[config.mk]
export PLATFORM = sky130hd
export DESIGN_NAME = ccff_bitstream_loader
export DESIGN_NICKNAME = d
export VERILOG_FILES = /design/src/rtl/ccff_loader_pkg.sv /design/src/rtl/ccff_word_serializer.sv /design/src/rtl/ccff_bitstream_loader.sv
export SDC_FILE = /design/constraint.sdc
export NUM_CORES = 1
export LEC_CHECK = 0
export ABC_CLOCK_PERIOD_IN_PS = 4800
export CAP_MARGIN = 10
export CORE_ASPECT_RATIO = 0.6
export CORE_MARGIN = 2
export CORE_UTILIZATION = 55
export CTS_BUF_LIST = sky130_fd_sc_hd__clkbuf_2
export DETAILED_ROUTE_END_ITERATION = 8
export PLACE_DENSITY = 0.9
export SLEW_MARGIN = 20
export SYNTH_ARGS = -nofsm -noshare
export SYNTH_HDL_FRONTEND = slang
export SYNTH_SLANG_ARGS = --single-unit
[constraint.sdc]
create_clock -name prog_clk -period 4.8 [get_ports prog_clk]
set_clock_uncertainty 0.2 [all_clocks]
set_input_delay 1.44 -clock prog_clk [delete_from_list [all_inputs] [get_ports prog_clk]]
set_output_delay 1.44 -clock prog_clk [all_outputs]
set_load 0.01 [all_outputs]
[src/rtl/ccff_loader_pkg.sv]
// Shared types and width helpers for the configuration-chain bitstream loader.
package ccff_loader_pkg;

   typedef enum logic [1:0] {
      ST_IDLE = 2'd0,
      ST_LOAD = 2'd1,
      ST_DONE = 2'd2
   } ldr_state_e;

   // Bits needed to hold every value 0..max_val, i.e. clog2(max_val+1).
   function automatic int cnt_width(input int max_val);
      int w;
      w = 1;
      while ((1 << w) <= max_val) w++;
      return w;
   endfunction

endpackage

[src/rtl/ccff_word_serializer.sv]
// Word buffer that turns accepted bitstream words into an MSB-first serial stream.
module ccff_word_serializer
   import ccff_loader_pkg::*;
#(
   parameter int WORD_W = 8,
   localparam int LEFT_W = cnt_width(WORD_W)
) (
   input  logic              clk_i,
   input  logic              rst_i,
   input  logic              load_en_i,
   input  logic              flush_i,
   input  logic              more_ok_i,
   input  logic [WORD_W-1:0] word_i,
   input  logic              valid_i,
   output logic              ready_o,
   output logic              head_o,
   output logic              shift_en_o
);
   localparam logic [LEFT_W-1:0] FULL = LEFT_W'(WORD_W);
   localparam logic [LEFT_W-1:0] ONE  = LEFT_W'(1);

   logic [WORD_W-1:0] word_q, word_d;
   logic [LEFT_W-1:0] left_q, left_d;
   logic              head_q, head_d;
   logic              shift_q, shift_d;

   // left_q counts bits still owed to the chain, including the one on head_o now.
   always_comb begin
      ready_o = load_en_i && ((left_q == '0) || ((left_q == ONE) && more_ok_i));
      word_d  = word_q;
      left_d  = left_q;
      if (flush_i) begin
         word_d = '0;
         left_d = '0;
      end else if (valid_i && ready_o) begin
         word_d = word_i;
         left_d = FULL;
      end else if (left_q != '0) begin
         word_d = word_q << 1;
         left_d = left_q - ONE;
      end
      shift_d = (left_d != '0);
      head_d  = shift_d & word_d[WORD_W-1];
   end

   always_ff @(posedge clk_i) begin
      if (rst_i) begin
         word_q  <= '0;
         left_q  <= '0;
         head_q  <= 1'b0;
         shift_q <= 1'b0;
      end else begin
         word_q  <= word_d;
         left_q  <= left_d;
         head_q  <= head_d;
         shift_q <= shift_d;
      end
   end

   assign head_o     = head_q;
   assign shift_en_o = shift_q;

endmodule

[src/rtl/ccff_bitstream_loader.sv]
// Loads a configuration flip-flop chain from a word stream; owns session FSM, bit count, error and tail sample.
//  state   | meaning
//  IDLE    | no session since reset, waiting for start
//  LOAD    | shifting words into the chain
//  DONE    | CHAIN_LEN bits shifted, waiting for next start
module ccff_bitstream_loader
   import ccff_loader_pkg::*;
#(
   parameter int WORD_W    = 8,
   parameter int CHAIN_LEN = 64,
   localparam int CNT_W    = cnt_width(CHAIN_LEN)
) (
   input  logic              prog_clk,
   input  logic              pReset,
   input  logic              start,
   input  logic [WORD_W-1:0] bs_data,
   input  logic              bs_valid,
   output logic              bs_ready,
   output logic              ccff_head,
   output logic              ccff_shift_en,
   input  logic              ccff_tail,
   output logic              tail_q,
   output logic              busy,
   output logic              done,
   output logic [CNT_W-1:0]  bit_cnt,
   output logic              err
);
   localparam logic [CNT_W-1:0] LAST_IDX  = CNT_W'(CHAIN_LEN - 1);
   localparam logic [CNT_W-1:0] CHAIN_MAX = CNT_W'(CHAIN_LEN);
   localparam logic [CNT_W-1:0] ONE       = CNT_W'(1);

   ldr_state_e       state_q, state_d;
   logic [CNT_W-1:0] bit_cnt_q, bit_cnt_d;
   logic             err_q, err_d;
   logic             tail_bit_q, tail_bit_d;
   logic             start_acc, err_set, last_shift, more_ok, in_load, flush;

   always_comb begin
      state_d    = state_q;
      start_acc  = 1'b0;
      err_set    = 1'b0;
      in_load    = (state_q == ST_LOAD);
      last_shift = ccff_shift_en && (bit_cnt_q == LAST_IDX);
      more_ok    = (bit_cnt_q + ONE) < CHAIN_MAX;
      unique case (state_q)
         ST_IDLE, ST_DONE: begin
            if (start) begin
               state_d   = ST_LOAD;
               start_acc = 1'b1;
            end
         end
         ST_LOAD: begin
            if (last_shift) state_d = ST_DONE;
            if (start) err_set = 1'b1;
         end
         default: state_d = ST_IDLE;
      endcase
      flush = last_shift || start_acc;

      bit_cnt_d = bit_cnt_q;
      if (start_acc) bit_cnt_d = '0;
      else if (ccff_shift_en) bit_cnt_d = bit_cnt_q + ONE;

      err_d = err_q;
      if (start_acc) err_d = 1'b0;
      else if (err_set) err_d = 1'b1;

      tail_bit_d = ccff_shift_en ? ccff_tail : tail_bit_q;
   end

   always_ff @(posedge prog_clk) begin
      if (pReset) begin
         state_q    <= ST_IDLE;
         bit_cnt_q  <= '0;
         err_q      <= 1'b0;
         tail_bit_q <= 1'b0;
      end else begin
         state_q    <= state_d;
         bit_cnt_q  <= bit_cnt_d;
         err_q      <= err_d;
         tail_bit_q <= tail_bit_d;
      end
   end

   ccff_word_serializer #(
      .WORD_W (WORD_W)
   ) u_ser (
      .clk_i      (prog_clk),
      .rst_i      (pReset),
      .load_en_i  (in_load),
      .flush_i    (flush),
      .more_ok_i  (more_ok),
      .word_i     (bs_data),
      .valid_i    (bs_valid),
      .ready_o    (bs_ready),
      .head_o     (ccff_head),
      .shift_en_o (ccff_shift_en)
   );

   assign busy    = (state_q == ST_LOAD);
   assign done    = (state_q == ST_DONE);
   assign bit_cnt = bit_cnt_q;
   assign err     = err_q;
   assign tail_q  = tail_bit_q;

endmodule

**Word-level counts from Yosys, hierarchy flattened**

Index checks and enable logic that the tools add are counted.

- $mul: 0
- Reduce and logical (&&, ||, !) cells: 15
- Shifts and indexed selects: 0
- Eq/ne operators: 6
- Muxes and demuxes: 12
- Divide/modulo/power cells: 0
- Bitwise operators: 1
- $lt $le $gt $ge: 1
- Add/subtract/negate cells: 2

Operators by type and width:

| kind | count |
|---|---|
| 8-bit 2-to-1 mux | 3 |
| 4-bit 2-to-1 mux | 3 |
| 4-bit nonzero test | 2 |
| 7-bit by 1-bit adder with 7-bit output (second input constant) | 1 |
| 7-bit by 6-bit equality test with 1-bit output (second input constant) | 1 |
| 7-bit less-than comparator (second input constant) | 1 |
| 2-bit OR reduction | 3 |
| 4-bit by 1-bit equality test with 1-bit output (second input constant) | 1 |
| 1-bit logical AND | 4 |
| 4-bit logical NOT | 1 |
| 2-bit 2-to-1 mux | 2 |
| 2-bit inequality test (second input constant) | 2 |
| 2-bit case mux with 2 select lines | 1 |
| 4-bit by 1-bit subtractor with 4-bit output (second input constant) | 1 |
| 1-bit 2-to-1 mux | 3 |
| 2-bit by 1-bit equality test with 1-bit output (second input constant) | 1 |
| 2-bit equality test (second input constant) | 1 |
| 2-bit logical NOT | 1 |
| 1-bit logical OR | 2 |
| 2-bit AND reduction | 1 |
| 2-bit nonzero test | 1 |
| 1-bit AND | 1 |

- ROM bits: 0
- Logic and storage cells: 46
- Bits in writable memories: 0
- Input bits: 13
- Bits in latches: 0
- Output and inout bits: 14
- Memories: 0
- Register bits: 25

**Longest topological paths before layout**

Gate-level depths: netlist of the first run.

- Word-level depth: 10
- Mapped depth: 8
- Mapped depth without buffers: 7

**Hierarchy**

A second synthesis of the first run with hierarchy kept.

- Cells, all modules: 133
- Area, all modules: 1,228.7 µm²

By module, submodules not included:

| module | cells an instance | seq. area each (µm²) | area an instance (µm²) | times used |
|---|---|---|---|---|
| ccff_word_serializer | 80 | 280.3 | 733.2 | 1 |
| ccff_bitstream_loader | 53 | 220.2 | 495.5 | 1 |

**Worst setup path after synthesis of the first run**

OpenSTA, ideal clock, no wires.

- Path type: flip-flop to output port
- Start point: register u_ser.left_q[0]
- End point: output bs_ready
- Buffers on the path: 1
- Data required time: 3,160 ps
- Path slack: 1,714 ps
- Arrival: 1,446 ps
- Cell stages (with the launch flop): 7
- Cells stage by stage: dfxtp_1 inv_1 ha_1 nor3b_1 buf_2 a21oi_1 nor2_1

- Cells in the longest elaborated chain, start to end: 4
- Elaborated cells between the ends (all ways): 5
- Classes of those cells: 1 x eq/ne; 4 x reduce/logical

Ends and longest elaborated chain:

| element | line | text |
|---|---|---|
| from (decl) | ccff_word_serializer.sv:23 | `logic [LEFT_W-1:0] left_q, left_d;` |
| from (signal assigned) | ccff_word_serializer.sv:54 | `left_q <= left_d;` |
| 4-bit by 1-bit equality test with 1-bit output | ccff_word_serializer.sv:29 | `ready_o = load_en_i && ((left_q == '0) \|\| ((left_q == ONE) && more_ok_i));` |
| 1-bit logical AND | ccff_word_serializer.sv:29 |  |
| 1-bit logical OR (*) | ccff_word_serializer.sv:29 |  |
| 1-bit logical AND (*) | ccff_word_serializer.sv:29 |  |
| to (decl) | ccff_bitstream_loader.sv:18 | `output logic bs_ready,` |

Mark *: on every way between the ends. The rest lies on a longest branch, timed or not.

**Final worst setup path of the first run**

- Start point: register u_ser.left_q[1]
- End point: output bs_ready

Same word-level chain as after synthesis.

==> results.toml, run 1 <==
[yosys]
synth_most_common_cell = "dfxtp_1"
synth.distinct_cells = 34
number_of_flops_mapped_to_enable_cells_by_yosys = 0
yosysSeqAreaShare = 0.417
synth-seq-cells = 25
synth_largest_type_area_fraction = 0.417
yosysWarningCount = 0
post_synth.cell_area_avg_um2 = 9.17
postSynthCellCount = 131
syn_nets = 148
synth_ff_type = "dfxtp_1"
synth-async-reset-ratio = 0
post_synth_most_frequent_cells = "dfxtp_1 (25), nor2_1 (19), a21oi_1 (9), mux2i_1 (9), nand2_1 (6)"
yosys-top-cells-area = "dfxtp_1 (42%), mux2i_1 (7.5%), nor2_1 (5.9%)"
yosysTopAreaCell = "dfxtp_1"
syn_area_mm2 = 0.00120

[sta]
worst_slew_pin_slew_ns = 0.680
finalWorstPathRequiredPeriod_ns = 3.82
rsz0062_at_grt = "false"
layout_worst_path_cycle_share = 0.796
final_hold_viol_count = 0
timing.slew.headroom = 0.545
slew_viol_final = 0
setup_viol = 0
max_freq_mhz = 262
fin_tns_setup_ns = 0

[critical_path]
timing.rr.start = "u_ser.left_q[0]$_SDFF_PP0_"
r2r-end = "u_ser.left_q[1]$_SDFF_PP0_"
crit_end = "bs_ready"
timing.setup.critical_path_class = "register to output pin"
setup.worst_path.start = "u_ser.left_q[1]$_SDFF_PP0_"
worst-r2r-setup-slack_ns = 2.17
crit_path_max_fanout = 4
cp-end-kind = "output pin"
worstSetupStartpointType = "register"
rr_worst_depth = 8
timing.critical_path.required_ns = 3.16
worst-endpoint-arrival_ns = 2.18

[cts]
cts_tree = "yes"
cts.sink_count = 25
cts.htree.levels = 1
insertion_delay_ns = 0.35
ctsRootBufferMaster = "clkbuf_2"
post-cts-setup-buffer-count = 0
clk_transition_reported_paths_ns = 0.24
post_cts_resize_count = 0
numCtsBuffers = 3
count_of_hold_fix_buffers_inserted_at_cts = 0
ctsLongestPathBuffers = 2

[placed_design]
buffer_ports.inserted = 26
dp_cells = 183
detailed_placement_wirelength_estimate_um = 1880
place.gp.congestion = 0.760

[layout]
finalCoreUtilization = 0.711
instances_no_fill = 187
drive_gt1_frac = 0.0764
multi_input_comb_area_um2 = 658
nets = 175
nFillCells = 158
sequential_cell_area_um2 = 500
syn_to_final_growth_pct = 25.1
antenna_cells = 0

[drt]
met1Wirelength_um = 1180
detail_route.wl_per_cell_um = 13.5
totalWireLength_um = 2520
met3_wirelength_um = 151
via_count = 995
ant_nets = 0
first_pass_iters = 4
met2_wirelength_um = 1180
dr.max_layer_used = "met4"
drt_drc_violations_left = 0
drt-initial-drc-count = 87
drt-vias-per-instance = 5.32

[global_routing]
number_of_antenna_violations_at_the_first_check_in_global_routing = 0
gr_usage_total = 0.209
grt_first_pass_wirelength_um = 3970
grt_overflow_total = 0
number_of_global_route_vias_before_repair = 908
grt_max_degree = 20

[pwr]
leakage_nw = 0.594
power_uw = 658
vdd_ir_drop_max_mv = 0.232
pwr_density_cell_mw_per_mm2 = 438

[floorplanning]
placement_rows = 13
placeableCoreArea_mm2 = 0.00211
floorplan.die.height_um = 40.2
die_w_um = 64.3
die_area_mm2 = 0.00259
initial_utilization = 0.568
floorplan.io_pins = 27

[worst_hold_path]
holdCritPathClass = "register to register"

[run]
cap_violations = 0

[outcome]
outcome = "complete, no violations"
[where the power goes]
part	total, mW	internal, mW	switching, mW	leakage (nW)
logic	0.306	0.144	0.162	0.375
registers	0.270	0.237	0.0333	0.203
clock network	0.0819	0.0189	0.0630	0.0164
[flip-flops by register name (all words and copies together) (netlist names)]
| signal | count |
|---|---|
| u_ser.word_q | 8 |
| bit_cnt | 7 |
| u_ser.left_q | 4 |
| state_q | 2 |
| err | 1 |
| tail_q | 1 |
| u_ser.head_o | 1 |
| u_ser.shift_en_o | 1 |
[metrics by stage]
step,hold WS (ns),cell area [um2],setup slack [ns]
after floorplan,0.280,1200,1.71
after global placement,0.263,1480,1.25
after detailed placement,0.281,1480,1.19
after CTS,0.320,1500,0.958
after global routing,0.343,1500,0.836
final,0.329,1500,0.981
[area by class of cell]
cell class	count	area share
clock inverter	1	0.00333
timing repair buffer	27	0.178
clock buffer	3	0.00999
sequential	25	0.333
tap	30	0.0250
inverter	5	0.0125
multi-input combinational	96	0.438
[per-layer routing]
| metal | GRT usage | up-vias |
|---|---|---|
| met1 | 0.243 | 451 |
| met4 | 0.0585 | 0 |
| met5 | 0 | - |
| met2 | 0.380 | 35 |
| li1 | - | 507 |
| met3 | 0.0787 | 2 |
[cells in the final DEF (no fill, tap or decap), drive strengths merged, types with 4 or more instances in the layout]
cell	count
nor2	19
nand2	6
inv	5
nand2b	5
dfxtp	25
a21oi	9
ha	4
xnor2	4
mux2i	9
clkdlybuf4s50	26
a211oi	7
or3	4
[critical path, stage by stage (launching register included)]
cell             delay (ns)
dfxtp_1                0.37
inv_1                  0.13
ha_1                   0.17
nor3b_1                0.34
a21oi_1                0.16
nor2_1                 0.11
clkdlybuf4s50_1        0.55
[worst min-delay path by stage]
stage | startpoint | to | slack [ns] | depth (start not counted)
floorplan | u_ser.left_q[1]$_SDFF_PP0_ | u_ser.left_q[1]$_SDFF_PP0_ | 0.28 | 2
global placement | err$_SDFFE_PP0P_ | err$_SDFFE_PP0P_ | 0.26 | 2
detailed placement | err$_SDFFE_PP0P_ | err$_SDFFE_PP0P_ | 0.28 | 2
CTS | bit_cnt[5]$_SDFFE_PP0P_ | bit_cnt[5]$_SDFFE_PP0P_ | 0.32 | 2
global route | err$_SDFFE_PP0P_ | err$_SDFFE_PP0P_ | 0.34 | 2
finish | bit_cnt[5]$_SDFFE_PP0P_ | bit_cnt[5]$_SDFFE_PP0P_ | 0.33 | 2
[kinds of logic (layout without fill, tap and decap cells)]
group,after synthesis,in the layout,share of synthesized area
AND/OR/NAND/NOR,53,53,0.241
flip-flops,25,25,0.417
AO/OA/AOI/OAI,22,22,0.126
multiplexers,10,10,0.0844
buffers and inverters,10,36,0.0396
XOR/XNOR,7,7,0.0510
adder cells (fa/ha/maj),4,4,0.0417
No activity file was read; power rests on OpenSTA's default activity.
==> run 2, diff against run 1 <==
Settings changed: ABC_CLOCK_PERIOD_IN_PS 4800 to 3500, CORE_UTILIZATION 55 to 46, PLACE_DENSITY 0.9 to 0.81.
Clock period 4.8 ns to 3.5 ns, I/O delays scaled along.
==> run 2 against run 1 <==
Non-clock buffer count increased by 3. Setup slack got worse by 0.83 ns. Routed wire length rose by 11%. Cell area rose by 2.3%. Register-to-register slack got worse by 1.3 ns. Utilization decreased by 9.2 points. Combinational power up 42%.
==> results.toml, run 2 (synthesis results as in run 1) <==
[outcome]
outcome = "complete, no violations"

[worst_hold_path]
worst_hold_end = "bit_cnt[5]$_SDFFE_PP0P_"
hp-start = "bit_cnt[5]$_SDFFE_PP0P_"
holdCritPathClass = "register to register"
hold_depth = 2

[critical_path]
crit_slowest_cell = "clkdlybuf4s50_1"
worst-endpoint-arrival_ns = 2.10
critPathMaxStageDelay_ns = 0.55
timing.setup.critical_path_class = "register to output pin"
critical_path.cell_chain = "ha_1 > nand2_1 > nor2_1 > xnor2_1 > a21oi_1 > nor2_1 > clkdlybuf4s50_1"
worst-r2r-setup-slack_ns = 0.92
worstPathBufferInverterCount = 1
timing.rr.start = "u_ser.left_q[0]$_SDFF_PP0_"
worstSetupStartpointType = "register"
timing.critical_path.required_ns = 2.25
worst_path_most_repeated_cell = "nor2_1"
r2r-end = "u_ser.left_q[1]$_SDFF_PP0_"
rr_worst_depth = 8
crit_path_max_fanout = 4
crit_family = "buffers and inverters"
cp-end-kind = "output pin"

[cts]
cts.htree.levels = 1
cts.sink_count = 25
ctsRootBufferMaster = "clkbuf_2"
insertion_delay_ns = 0.34
cts_tree = "yes"
numCtsBuffers = 3
count_of_hold_fix_buffers_inserted_at_cts = 0
ctsLongestPathBuffers = 2
clk_transition_reported_paths_ns = 0.21

[pwr]
pwr_density_cell_mw_per_mm2 = 596
leakage_nw = 0.614
vdd_ir_drop_max_mv = 0.284

[drt]
drt-vias-per-instance = 5.41
ant_nets = 0
detail_route.wl_per_cell_um = 14.5
drt-initial-drc-count = 42
first_pass_iters = 4
via_count = 1039
totalWireLength_um = 2790
drt_drc_violations_left = 0

[sta]
max_freq_mhz = 298
rsz0062_at_grt = "false"
final_hold_viol_count = 0
layout_worst_path_cycle_share = 0.957
worst_slew_pin_slew_ns = 0.652
finalWorstPathRequiredPeriod_ns = 3.35
slew_viol_final = 0
fin_tns_setup_ns = 0
timing.slew.headroom = 0.564
setup_viol = 0

[placed_design]
detailed_placement_wirelength_estimate_um = 2110
dp_cells = 187
buffer_ports.inserted = 26
place.gp.congestion = 0.777

[global_routing]
number_of_antenna_violations_at_the_first_check_in_global_routing = 0
grt_max_degree = 18
grt_first_pass_wirelength_um = 4540
gr_usage_total = 0.193
number_of_global_route_vias_before_repair = 991
grt_overflow_total = 0

[floorplanning]
initial_utilization = 0.483
floorplan.die.height_um = 43.6
die_w_um = 70.0
die_area_mm2 = 0.00305
placement_rows = 14
floorplan.io_pins = 27
placeableCoreArea_mm2 = 0.00249

[layout]
instances_no_fill = 192
drive_gt1_frac = 0.113
antenna_cells = 0
max_flop_register = "u_ser.word_q"
syn_to_final_growth_pct = 28.0
layout_commonest_cell = "clkdlybuf4s50_1"
largest_register_ffs = 8
mostFrequentLayoutCells = "clkdlybuf4s50_1 (26), dfxtp_1 (23), nor2_1 (19)"
nets = 178

[run]
cap_violations = 0
run 2: worst register-to-register path, stage by stage, from the launching register on:
cell	delay, ns
dfxtp_1	0.43
inv_1	0.12
ha_1	0.24
nor3b_2	0.17
buf_4	0.20
and3_1	0.22
nor3_4	0.51
nand2b_1	0.19
a211oi_1	0.23
run 2: repair_timing:
item                                    in CTS  in global routing
gates resized for setup                      0                  4
endpoints found under the setup margin       0                  1
buffers inserted                             0                  1
run 2: stage by stage:
| step | hold slack, ns | cell area, um2 | utilization | setup slack [ns] | power (mW) |
|---|---|---|---|---|---|
| finish | 0.326 | 1540 | 0.618 | 0.149 | 0.917 |
| global route | 0.360 | 1540 | 0.618 | 0.00180 | 0.977 |
| CTS | 0.323 | 1520 | 0.611 | 0.0326 | 0.912 |
| detailed placement | 0.285 | 1500 | 0.603 | 0.315 | 0.801 |
| global placement | 0.258 | 1500 | 0.603 | 0.407 | 0.781 |
| floorplan | 0.280 | 1200 | - | 0.804 | 0.666 |
run 2: layout make-up:
class                      count  area (um2)
fill                         209         950
clock buffer                   4        20.0
inverter                       5        18.8
tap                           32        40.0
sequential                    25         505
multi-input combinational     96         663
timing repair buffer          30         290
run 2: how the worst max path moves through the flow:
stage	from	endpoint	slack, ns	cells past startpoint
floorplan	u_ser.left_q[0]$_SDFF_PP0_	bs_ready	0.80	6
global placement	bs_valid	u_ser.left_q[1]$_SDFF_PP0_	0.41	6
detailed placement	bs_valid	u_ser.left_q[1]$_SDFF_PP0_	0.32	6
CTS	bit_cnt[0]$_SDFFE_PP0P_	bs_ready	0.03	7
global route	bit_cnt[1]$_SDFFE_PP0P_	bs_ready	0.002	7
finish	bit_cnt[0]$_SDFFE_PP0P_	bs_ready	0.15	7
run 2: power by group:
part	internal, mW	switching, mW
Clock	0.0302	0.0814
Sequential	0.325	0.0458
Combinational	0.205	0.229
run 2: per-layer routing:
metal	vias to the layer above	track usage	wire length, um
met5	-	0	0
met4	0	0.0346	33
met3	4	0.0512	95
met2	18	0.350	1320
met1	503	0.238	1340
li1	514	-	-
